## src/rtl/div_pkg.sv

```systemverilog
// Shared types and helpers for the sequential restoring divider.
package div_pkg;

    typedef enum logic [1:0] {IDLE, RUN, FINISH} state_t;

    localparam int unsigned DIV_WIDTH_DEFAULT = 8;

    // Bits needed to count 0..value-1; never less than 1.
    function automatic int unsigned clog2(input int unsigned value);
        int unsigned bits;
        bits = 0;
        for (int unsigned v = value - 1; v > 0; v = v >> 1) begin
            bits = bits + 1;
        end
        return (bits == 0) ? 1 : bits;
    endfunction

endpackage

```

## src/rtl/seq_divider_8_if.sv

```systemverilog
// Start/done handshake and operand/result bundle for seq_divider_8.
interface seq_divider_8_if
    import div_pkg::*;
#(
    parameter int unsigned WIDTH = DIV_WIDTH_DEFAULT
);
    logic             start;
    logic [WIDTH-1:0] dividend;
    logic [WIDTH-1:0] divisor;
    logic             busy;
    logic             done;
    logic [WIDTH-1:0] quotient;
    logic [WIDTH-1:0] remainder;
    logic             div_by_zero;

    modport master (
        output start, dividend, divisor,
        input  busy, done, quotient, remainder, div_by_zero
    );

    modport slave (
        input  start, dividend, divisor,
        output busy, done, quotient, remainder, div_by_zero
    );
endinterface

```

## src/rtl/div_step.sv

```systemverilog
// One combinational restoring-division iteration: shift in a dividend bit, try to subtract.
module div_step
    import div_pkg::*;
#(
    parameter int unsigned WIDTH = DIV_WIDTH_DEFAULT
) (
    input  logic [WIDTH-1:0] partial_rem,
    input  logic             next_bit,
    input  logic [WIDTH-1:0] divisor,
    output logic [WIDTH-1:0] rem_next,
    output logic             quo_bit
);
    logic [WIDTH:0] shifted;
    logic [WIDTH:0] trial;

    // partial_rem < divisor holds between steps, so WIDTH+1 bits are enough for the sign.
    always_comb begin
        shifted  = {partial_rem, next_bit};
        trial    = shifted - {1'b0, divisor};
        quo_bit  = ~trial[WIDTH];
        rem_next = quo_bit ? trial[WIDTH-1:0] : shifted[WIDTH-1:0];
    end
endmodule

```

## src/rtl/seq_divider_8.sv

```systemverilog
// Sequential restoring divider, one iteration per clock, latency WIDTH+1 edges.
// Define DIV_SIGNED_EN for two's-complement operands (truncating division).
module seq_divider_8
    import div_pkg::*;
#(
    parameter int unsigned WIDTH = DIV_WIDTH_DEFAULT
) (
    input logic            clk,
    input logic            rst,
    seq_divider_8_if.slave bus
);
    localparam int unsigned CNT_W = clog2(WIDTH);

    state_t           state_q;
    logic [CNT_W-1:0] cnt_q;
    logic [WIDTH-1:0] rem_q;
    logic [WIDTH-1:0] quo_q;
    logic [WIDTH-1:0] dsr_q;
    logic             busy_q;
    logic             done_q;
    logic             dbz_q;
    logic [WIDTH-1:0] quotient_q;
    logic [WIDTH-1:0] remainder_q;

    logic [WIDTH-1:0] rem_next;
    logic             quo_bit;
    logic [WIDTH-1:0] dvd_mag;
    logic [WIDTH-1:0] dsr_mag;
    logic [WIDTH-1:0] res_quo;
    logic [WIDTH-1:0] res_rem;

    div_step #(
        .WIDTH(WIDTH)
    ) u_step (
        .partial_rem(rem_q),
        .next_bit   (quo_q[WIDTH-1]),
        .divisor    (dsr_q),
        .rem_next   (rem_next),
        .quo_bit    (quo_bit)
    );

`ifdef DIV_SIGNED_EN
    logic neg_quo_q;
    logic neg_rem_q;

    always_comb begin
        dvd_mag = bus.dividend[WIDTH-1] ? -bus.dividend : bus.dividend;
        dsr_mag = bus.divisor[WIDTH-1] ? -bus.divisor : bus.divisor;
    end

    // Zero divisor leaves |dividend| in rem_q, so restoring its sign gives the dividend back.
    always_comb begin
        res_quo = quo_q;
        res_rem = rem_q;
        if (dsr_q == '0) begin
            res_quo = '1;
        end else if (neg_quo_q) begin
            res_quo = -quo_q;
        end
        if (neg_rem_q) begin
            res_rem = -rem_q;
        end
    end
`else
    always_comb begin
        dvd_mag = bus.dividend;
        dsr_mag = bus.divisor;
        res_quo = quo_q;
        res_rem = rem_q;
    end
`endif

    always_ff @(posedge clk or posedge rst) begin
        if (rst) begin
            state_q     <= IDLE;
            cnt_q       <= '0;
            rem_q       <= '0;
            quo_q       <= '0;
            dsr_q       <= '0;
            busy_q      <= 1'b0;
            done_q      <= 1'b0;
            dbz_q       <= 1'b0;
            quotient_q  <= '0;
            remainder_q <= '0;
`ifdef DIV_SIGNED_EN
            neg_quo_q   <= 1'b0;
            neg_rem_q   <= 1'b0;
`endif
        end else begin
            case (state_q)
                IDLE: begin
                    done_q <= 1'b0;
                    if (bus.start) begin
                        rem_q   <= '0;
                        quo_q   <= dvd_mag;
                        dsr_q   <= dsr_mag;
                        cnt_q   <= '0;
                        busy_q  <= 1'b1;
                        state_q <= RUN;
`ifdef DIV_SIGNED_EN
                        neg_quo_q <= bus.dividend[WIDTH-1] ^ bus.divisor[WIDTH-1];
                        neg_rem_q <= bus.dividend[WIDTH-1];
`endif
                    end
                end
                RUN: begin
                    // quo_q doubles as the dividend shifter: MSB feeds the step, LSB takes the bit.
                    rem_q <= rem_next;
                    quo_q <= {quo_q[WIDTH-2:0], quo_bit};
                    cnt_q <= cnt_q + CNT_W'(1);
                    if (cnt_q == CNT_W'(WIDTH - 1)) begin
                        state_q <= FINISH;
                    end
                end
                FINISH: begin
                    quotient_q  <= res_quo;
                    remainder_q <= res_rem;
                    dbz_q       <= (dsr_q == '0);
                    done_q      <= 1'b1;
                    busy_q      <= 1'b0;
                    state_q     <= IDLE;
                end
                default: state_q <= IDLE;
            endcase
        end
    end

    assign bus.busy        = busy_q;
    assign bus.done        = done_q;
    assign bus.quotient    = quotient_q;
    assign bus.remainder   = remainder_q;
    assign bus.div_by_zero = dbz_q;
endmodule

```

## src/flat_wrapper.sv

```systemverilog
// flat-port wrapper written by rule: the top's interface ports become plain ports
module seq_divider_8_flat import div_pkg::*;
#(
    parameter int unsigned WIDTH = DIV_WIDTH_DEFAULT
)
  (clk, rst, bus_start, bus_dividend, bus_divisor, bus_busy, bus_done, bus_quotient, bus_remainder, bus_div_by_zero);
  seq_divider_8_if #(.WIDTH(WIDTH)) bus_i ();
  input logic clk;
  input logic rst;
  input wire logic [$bits(bus_i.start)-1:0] bus_start;
  input wire logic [$bits(bus_i.dividend)-1:0] bus_dividend;
  input wire logic [$bits(bus_i.divisor)-1:0] bus_divisor;
  output wire logic [$bits(bus_i.busy)-1:0] bus_busy;
  output wire logic [$bits(bus_i.done)-1:0] bus_done;
  output wire logic [$bits(bus_i.quotient)-1:0] bus_quotient;
  output wire logic [$bits(bus_i.remainder)-1:0] bus_remainder;
  output wire logic [$bits(bus_i.div_by_zero)-1:0] bus_div_by_zero;
  assign bus_i.start = bus_start;
  assign bus_i.dividend = bus_dividend;
  assign bus_i.divisor = bus_divisor;
  assign bus_busy = bus_i.busy;
  assign bus_done = bus_i.done;
  assign bus_quotient = bus_i.quotient;
  assign bus_remainder = bus_i.remainder;
  assign bus_div_by_zero = bus_i.div_by_zero;
  seq_divider_8 #(.WIDTH(WIDTH)) u_core (.clk(clk), .rst(rst), .bus(bus_i));
endmodule
```

## config.mk

```make
export PLATFORM = sky130hd
export DESIGN_NAME = seq_divider_8_flat
export DESIGN_NICKNAME = d
export VERILOG_FILES = /design/src/rtl/div_pkg.sv /design/src/rtl/seq_divider_8_if.sv /design/src/rtl/div_step.sv /design/src/rtl/seq_divider_8.sv /design/src/flat_wrapper.sv
export SDC_FILE = /design/constraint.sdc
export NUM_CORES = 1
export LEC_CHECK = 0
export CORE_ASPECT_RATIO = 1.2
export CORE_MARGIN = 4
export CORE_UTILIZATION = 41
export DETAILED_ROUTE_END_ITERATION = 12
export PLACE_DENSITY_LB_ADDON = 0.3
export SYNTH_ARGS = -nofsm -noshare
export SYNTH_HDL_FRONTEND = slang
export SYNTH_SLANG_ARGS = --single-unit
```

## constraint.sdc

```tcl
create_clock -name clk -period 3 [get_ports clk]
set_clock_uncertainty 0.05 [all_clocks]
set_input_delay 0.45 -clock clk [delete_from_list [all_inputs] [get_ports clk]]
set_output_delay 0.45 -clock clk [all_outputs]
set_load 0.05 [all_outputs]
```

==> impl_metrics.ini, run 1 <==
[grt]
antenna_found_initial = 0
grt_first_pass_wirelength_mm = 8.142
grt_pass1_vias = 1731
grt_max_degree = 32
grt_overflow = 0
grt_usage_pct = 14.72

[routing]
vias = 1667
ant_nets = 0
drt-total-wl_mm = 4.714
wl_per_cell_um = 14.55
firstDrtPassIters = 4
drc_errors = 0
drt_iter0_markers = 71
viasPerCell = 5.145

[power]
powerDensity_nw_per_um2 = 1326
power.leakage_nw = 1.260
p_total_mw = 3.805
ir_drop_mv = 0.6297

[cells_and_area]
drive_gt1_share_pct = 13.36
final_core_util_pct = 53.09
areaGrowthSynthToFinish_pct = 23.13
multi_input_area_um2 = 1042
regArea_um2 = 1201
final_common_cell = dfrtp_1
fill_cells = 498
nNetsFinal = 291
final_cell_mix = dfrtp_1, clkdlybuf4s50_1, nand2_1, mux2_2, o21ai_0
diodes = 0

[clock_tree]
cts_resized = 0
clock-sinks = 48
cts_htree_levels = 2
cts_tree = done
clkTransAtPathRegs_ns = 0.09
cts_buffer_depth = 2
cts_root_buf = clkbuf_8
cts_setup_buffers = 0
clk_latency_ns = 0.30
postCtsHoldBufs = 0
cts_made_buffers = 5

[worst_setup_path]
path_class = reg2reg
r2r_cells = 10
cp.arrival_ns = 2.68
crit_cells = 10
r2r_start = u_core.quo_q[7]
cp_slowest_cell = fa_1
worst_ep_required_time_ns = 3.09
worstSetupEndpoint = u_core.rem_q[5]
rr_endpoint = u_core.rem_q[5]
crit_chain = inv_1, ha_1, inv_1, fa_1, a21o_1, a221oi_4, mux2i_1, nand2_4, mux2i_1, o21ai_1
crit_path_max_fanout = 8
crit_family = compound AO/OA/AOI/OAI gates
cp-start-kind = flip-flop
crit_start = u_core.quo_q[7]
r2r_setup_slack_ns = 0.41
crit_buf_inv = 2
end_kind = flip-flop
cpPeakStageDelay_ns = 0.39

[placed_design]
dp_hpwl_mm = 3.408
placement.io_buffers = 37
gp_congestion = 0.7719
preCtsSetupSlack_ns = 0.3902

[timing]
drv_slew = 0
maxSlewHeadroom_pct = 25.09
setup_tns_ns = 0
worstMarginPinSlew_ns = 1.124
post-route-min-period_ns = 2.592
max_freq_mhz = 385.8
final_hold_viol_count = 0
post-route-period-util_pct = 86.41
layout_setup_ws_ns = 0.4078
finalSetupViolations = 0
rsz0062_at_grt = no

[synthesis]
synth-seq-cells = 48
ys_types = 35
async_flop_share_pct = 100.0
postSynthCellCount = 220
synth-seq-area-share_pct = 51.53
synthesis.area_um2 = 2331
yosys_most_used_dff = dfrtp_1
synth_area_leader_cell = dfrtp_1
yosysWarningCount = 0
syn_avg_cell_area_um2 = 10.60
synth.top_cell.area_share_pct = 51.53
synth_edf_count = 0
syn-num-nets = 250
ys_top_cells_by_area = dfrtp_1, mux2_2, ha_1

[floorplanning]
dieArea_um2 = 6960
initial_core_util_pct = 43.12
num_rows = 29
die_w_um = 76.83
core_area_um2 = 5406
io_pins = 38
dieHeight_um = 90.60

[job]
maxCapViolCount = 0

[run_status]
status = completed

[min_path]
hold_path.class = reg2reg
per-stage QoR:
| step | cell area, um^2 | hold WS (ns) | instances |
|---|---|---|---|
| 3_5_place_dp | 2778 | 0.4233 | 316 |
| 2_1_floorplan | 2331 | 0.4157 | 220 |
| 3_3_place_gp | 2778 | 0.4240 | 316 |
| 4_1_cts | 2870 | 0.4484 | 324 |
| 6_report | 2870 | 0.4444 | 324 |
| 5_1_grt | 2870 | 0.4682 | 324 |
synthesized netlist by cell type (all sizes together), types with 2 or more instances:
library cell,number
ha,10
a31oi,7
xnor2,4
o21ai,21
nor2,11
nand2,33
nor4,2
a21o,3
mux2i,9
clkbuf,5
xor2,2
buf,3
dfrtp,48
mux2,16
nand3,12
a21oi,5
nor2b,2
inv,13
nand2b,3
area by class of cell:
cell class                 count  share of cell area [%]
timing repair buffer          42                   14.21
clock buffer                   6                   2.877
sequential                    48                   41.85
tap                           62                   2.703
multi-input combinational    151                   36.31
inverter                      13                   1.700
clock inverter                 2                  0.3487
state kept, by name, summed over array words and instances, names as in the netlist:
name	cells
u_core.dsr_q	8
u_core.bus.div_by_zero	1
u_core.bus.quotient	8
u_core.rem_q	8
u_core.cnt_q	3
u_core.bus.remainder	8
u_core.bus.busy	1
u_core.bus.done	1
u_core.state_q	2
u_core.quo_q	8
layer usage:
metal | global-route usage, % | up-vias | part of all wire [%] | routed length (um)
met1 | 18.91 | 795 | 46 | 2179
met5 | 0 | - | 0 | 0
met2 | 23.84 | 33 | 49 | 2289
li1 | - | 833 | - | -
met4 | 5.589 | 0 | 1.6 | 75
met3 | 3.593 | 6 | 3.6 | 169
worst min-delay path by stage:
stage / start / endpoint / cells after the start
after floorplan: u_core.quo_q[6] / u_core.quo_q[7] / 2
after global placement: u_core.bus.done / u_core.bus.done / 1
after detailed placement: u_core.bus.done / u_core.bus.done / 1
after CTS: rst / u_core.dsr_q[4] / 3
after global routing: u_core.bus.done / u_core.bus.done / 1
final: u_core.bus.done / u_core.bus.done / 1
cell families after synthesis:
group           share of synthesized area [%]
buf+inv                                 3.757
simple gates                            13.85
mux                                     11.59
flops                                   51.53
fa+ha+maj                               6.227
compound gates                          10.79
xor+xnor                                2.254
worst register-to-register path, cell delays in order (launching register included):
cell	delay, ns
dfrtp_1	0.38
inv_1	0.09
ha_1	0.16
inv_1	0.05
fa_1	0.39
a21o_1	0.23
a221oi_4	0.27
mux2i_1	0.35
nand2_4	0.17
mux2i_1	0.21
o21ai_1	0.08
power breakdown:
part	total, mW	internal, mW	leakage (nW)	switching [mW]
Sequential	1.17	0.961	0.554	0.209
Clock	0.395	0.184	0.0510	0.211
Combinational	2.24	0.942	0.655	1.30
Total	3.80	2.09	1.26	1.72
No activity file was read; power rests on OpenSTA's default activity.
==> inputs of run 2 (changes only) <==
==> constraint.sdc (replaced) <==
create_clock -name clk -period 3 [get_ports clk]
set_clock_uncertainty 0.05 [all_clocks]
set_input_delay 0.6 -clock clk [delete_from_list [all_inputs] [get_ports clk]]
set_output_delay 0.6 -clock clk [all_outputs]
set_load 0.05 [all_outputs]
==> run 2 against run 1 <==
Non-clock buffer count is the same. Count of clock-buffer cells in the layout is the same. Sequential share of layout area shrank 0.25 points. Via count grew 1.7%. Total power grew 0.24%. Critical endpoint is now u_core.rem_q[6]. Largest cell class unchanged.
==> impl_metrics.ini, run 2 (same netlist as run 1, synthesis figures left out) <==
[clock_tree]
clkTransAtPathRegs_ns = 0.09
cts_buffer_depth = 2
cts_tree = done
postCtsHoldBufs = 0
cts_root_buf = clkbuf_8
cts_htree_levels = 2
cts_resized = 0
cts_made_buffers = 5
clk_latency_ns = 0.31
clock-sinks = 48
cts_setup_buffers = 0

[floorplanning]
die_w_um = 76.83
dieHeight_um = 90.60
num_rows = 29
io_pins = 38
core_area_um2 = 5406
dieArea_um2 = 6960
initial_core_util_pct = 43.12

[grt]
grt_overflow = 0
grt_pass1_vias = 1733
grt_first_pass_wirelength_mm = 8.245
grt_max_degree = 49
grt_usage_pct = 14.67
antenna_found_initial = 0

[routing]
viasPerCell = 5.231
firstDrtPassIters = 4
wl_per_cell_um = 14.36
drt-total-wl_mm = 4.654
drt_iter0_markers = 90
drc_errors = 0
ant_nets = 0
vias = 1695

[placed_design]
placement.io_buffers = 37
dp_hpwl_mm = 3.355
gp_congestion = 0.7645

[worst_setup_path]
cpPeakStageDelay_ns = 0.39
cp-start-kind = flip-flop
crit_path_max_fanout = 8
end_kind = flip-flop
worst_ep_required_time_ns = 3.09
path_class = reg2reg
crit_family = adder cells
cp.arrival_ns = 2.72
crit_buf_inv = 2
cp_slowest_cell = dfrtp_1
crit_chain = inv_1, ha_1, inv_1, fa_1, a21o_1, a221oi_4, mux2i_1, nand2_4, mux2i_1, o21ai_1

[timing]
max_freq_mhz = 381.0
finalSetupViolations = 0
final_hold_viol_count = 0
drv_slew = 0
maxSlewHeadroom_pct = 27.00
setup_tns_ns = 0
post-route-min-period_ns = 2.624
rsz0062_at_grt = no
worstMarginPinSlew_ns = 1.095
post-route-period-util_pct = 87.48

[job]
maxCapViolCount = 0

[power]
power.leakage_nw = 1.257
powerDensity_nw_per_um2 = 1321
ir_drop_mv = 0.6414

[cells_and_area]
final_core_util_pct = 53.41
areaGrowthSynthToFinish_pct = 23.89
final_common_cell = dfrtp_1
nNetsFinal = 291
final_cell_mix = dfrtp_1, clkdlybuf4s50_1, nand2_1, mux2_2, o21ai_0
diodes = 0
drive_gt1_share_pct = 13.36

[min_path]
hold_path.class = reg2reg

[run_status]
status = completed
-- run 2: metal layers --
layer / wire (um) / part of all wire (%) / GRT usage [%] / vias up
li1: - / - / - / 835
met1: 2129 / 46 / 18.49 / 824
met2: 2286 / 49 / 24.20 / 30
met3: 163 / 3.5 / 3.593 / 6
met4: 75 / 1.6 / 5.438 / 0
met5: 0 / 0 / 0 / -
-- run 2: through the flow --
stage / hold WS, ns / setup WS, ns / std cells / total power, mW / instance area (um^2)
5_1_grt: 0.4703 / 0.1471 / 324 / 4.152 / 2888
2_1_floorplan: 0.4157 / 0.6080 / 220 / 2.907 / 2331
4_1_cts: 0.4492 / 0.3598 / 324 / 3.865 / 2888
6_report: 0.4513 / 0.3755 / 324 / 3.814 / 2888
3_5_place_dp: 0.4240 / 0.3714 / 316 / 3.452 / 2790
3_3_place_gp: 0.4242 / 0.4993 / 316 / 3.404 / 2790
-- run 2: cell type report --
type | count | area, um^2
clock buffers | 6 | 82.58
clock inverters | 2 | 15.01
fillers | 504 | 2519
inverters | 13 | 48.80
multi-input cells | 151 | 1042
flip-flops and latches | 48 | 1201
well taps | 62 | 77.57
repair buffers | 42 | 420.4
-- run 2: final timing paths --
kind,cells after the start,from,to,slack (ns)
worst max-delay path,10,u_core.quo_q[7],u_core.rem_q[6],0.38
worst min-delay path,1,u_core.bus.done,u_core.bus.done,0.45
worst max register to register,10,u_core.quo_q[7],u_core.rem_q[6],0.38
worst min register to register,1,u_core.bus.done,u_core.bus.done,0.45
max in group asynchronous,3,rst,u_core.bus.remainder[6],2.09
min in group asynchronous,3,rst,u_core.dsr_q[3],0.58
-- run 2: power by group --
group	internal [mW]	total, mW	switching, mW
registers	0.961	1.17	0.207
logic	0.947	2.24	1.29
clock network	0.187	0.405	0.219
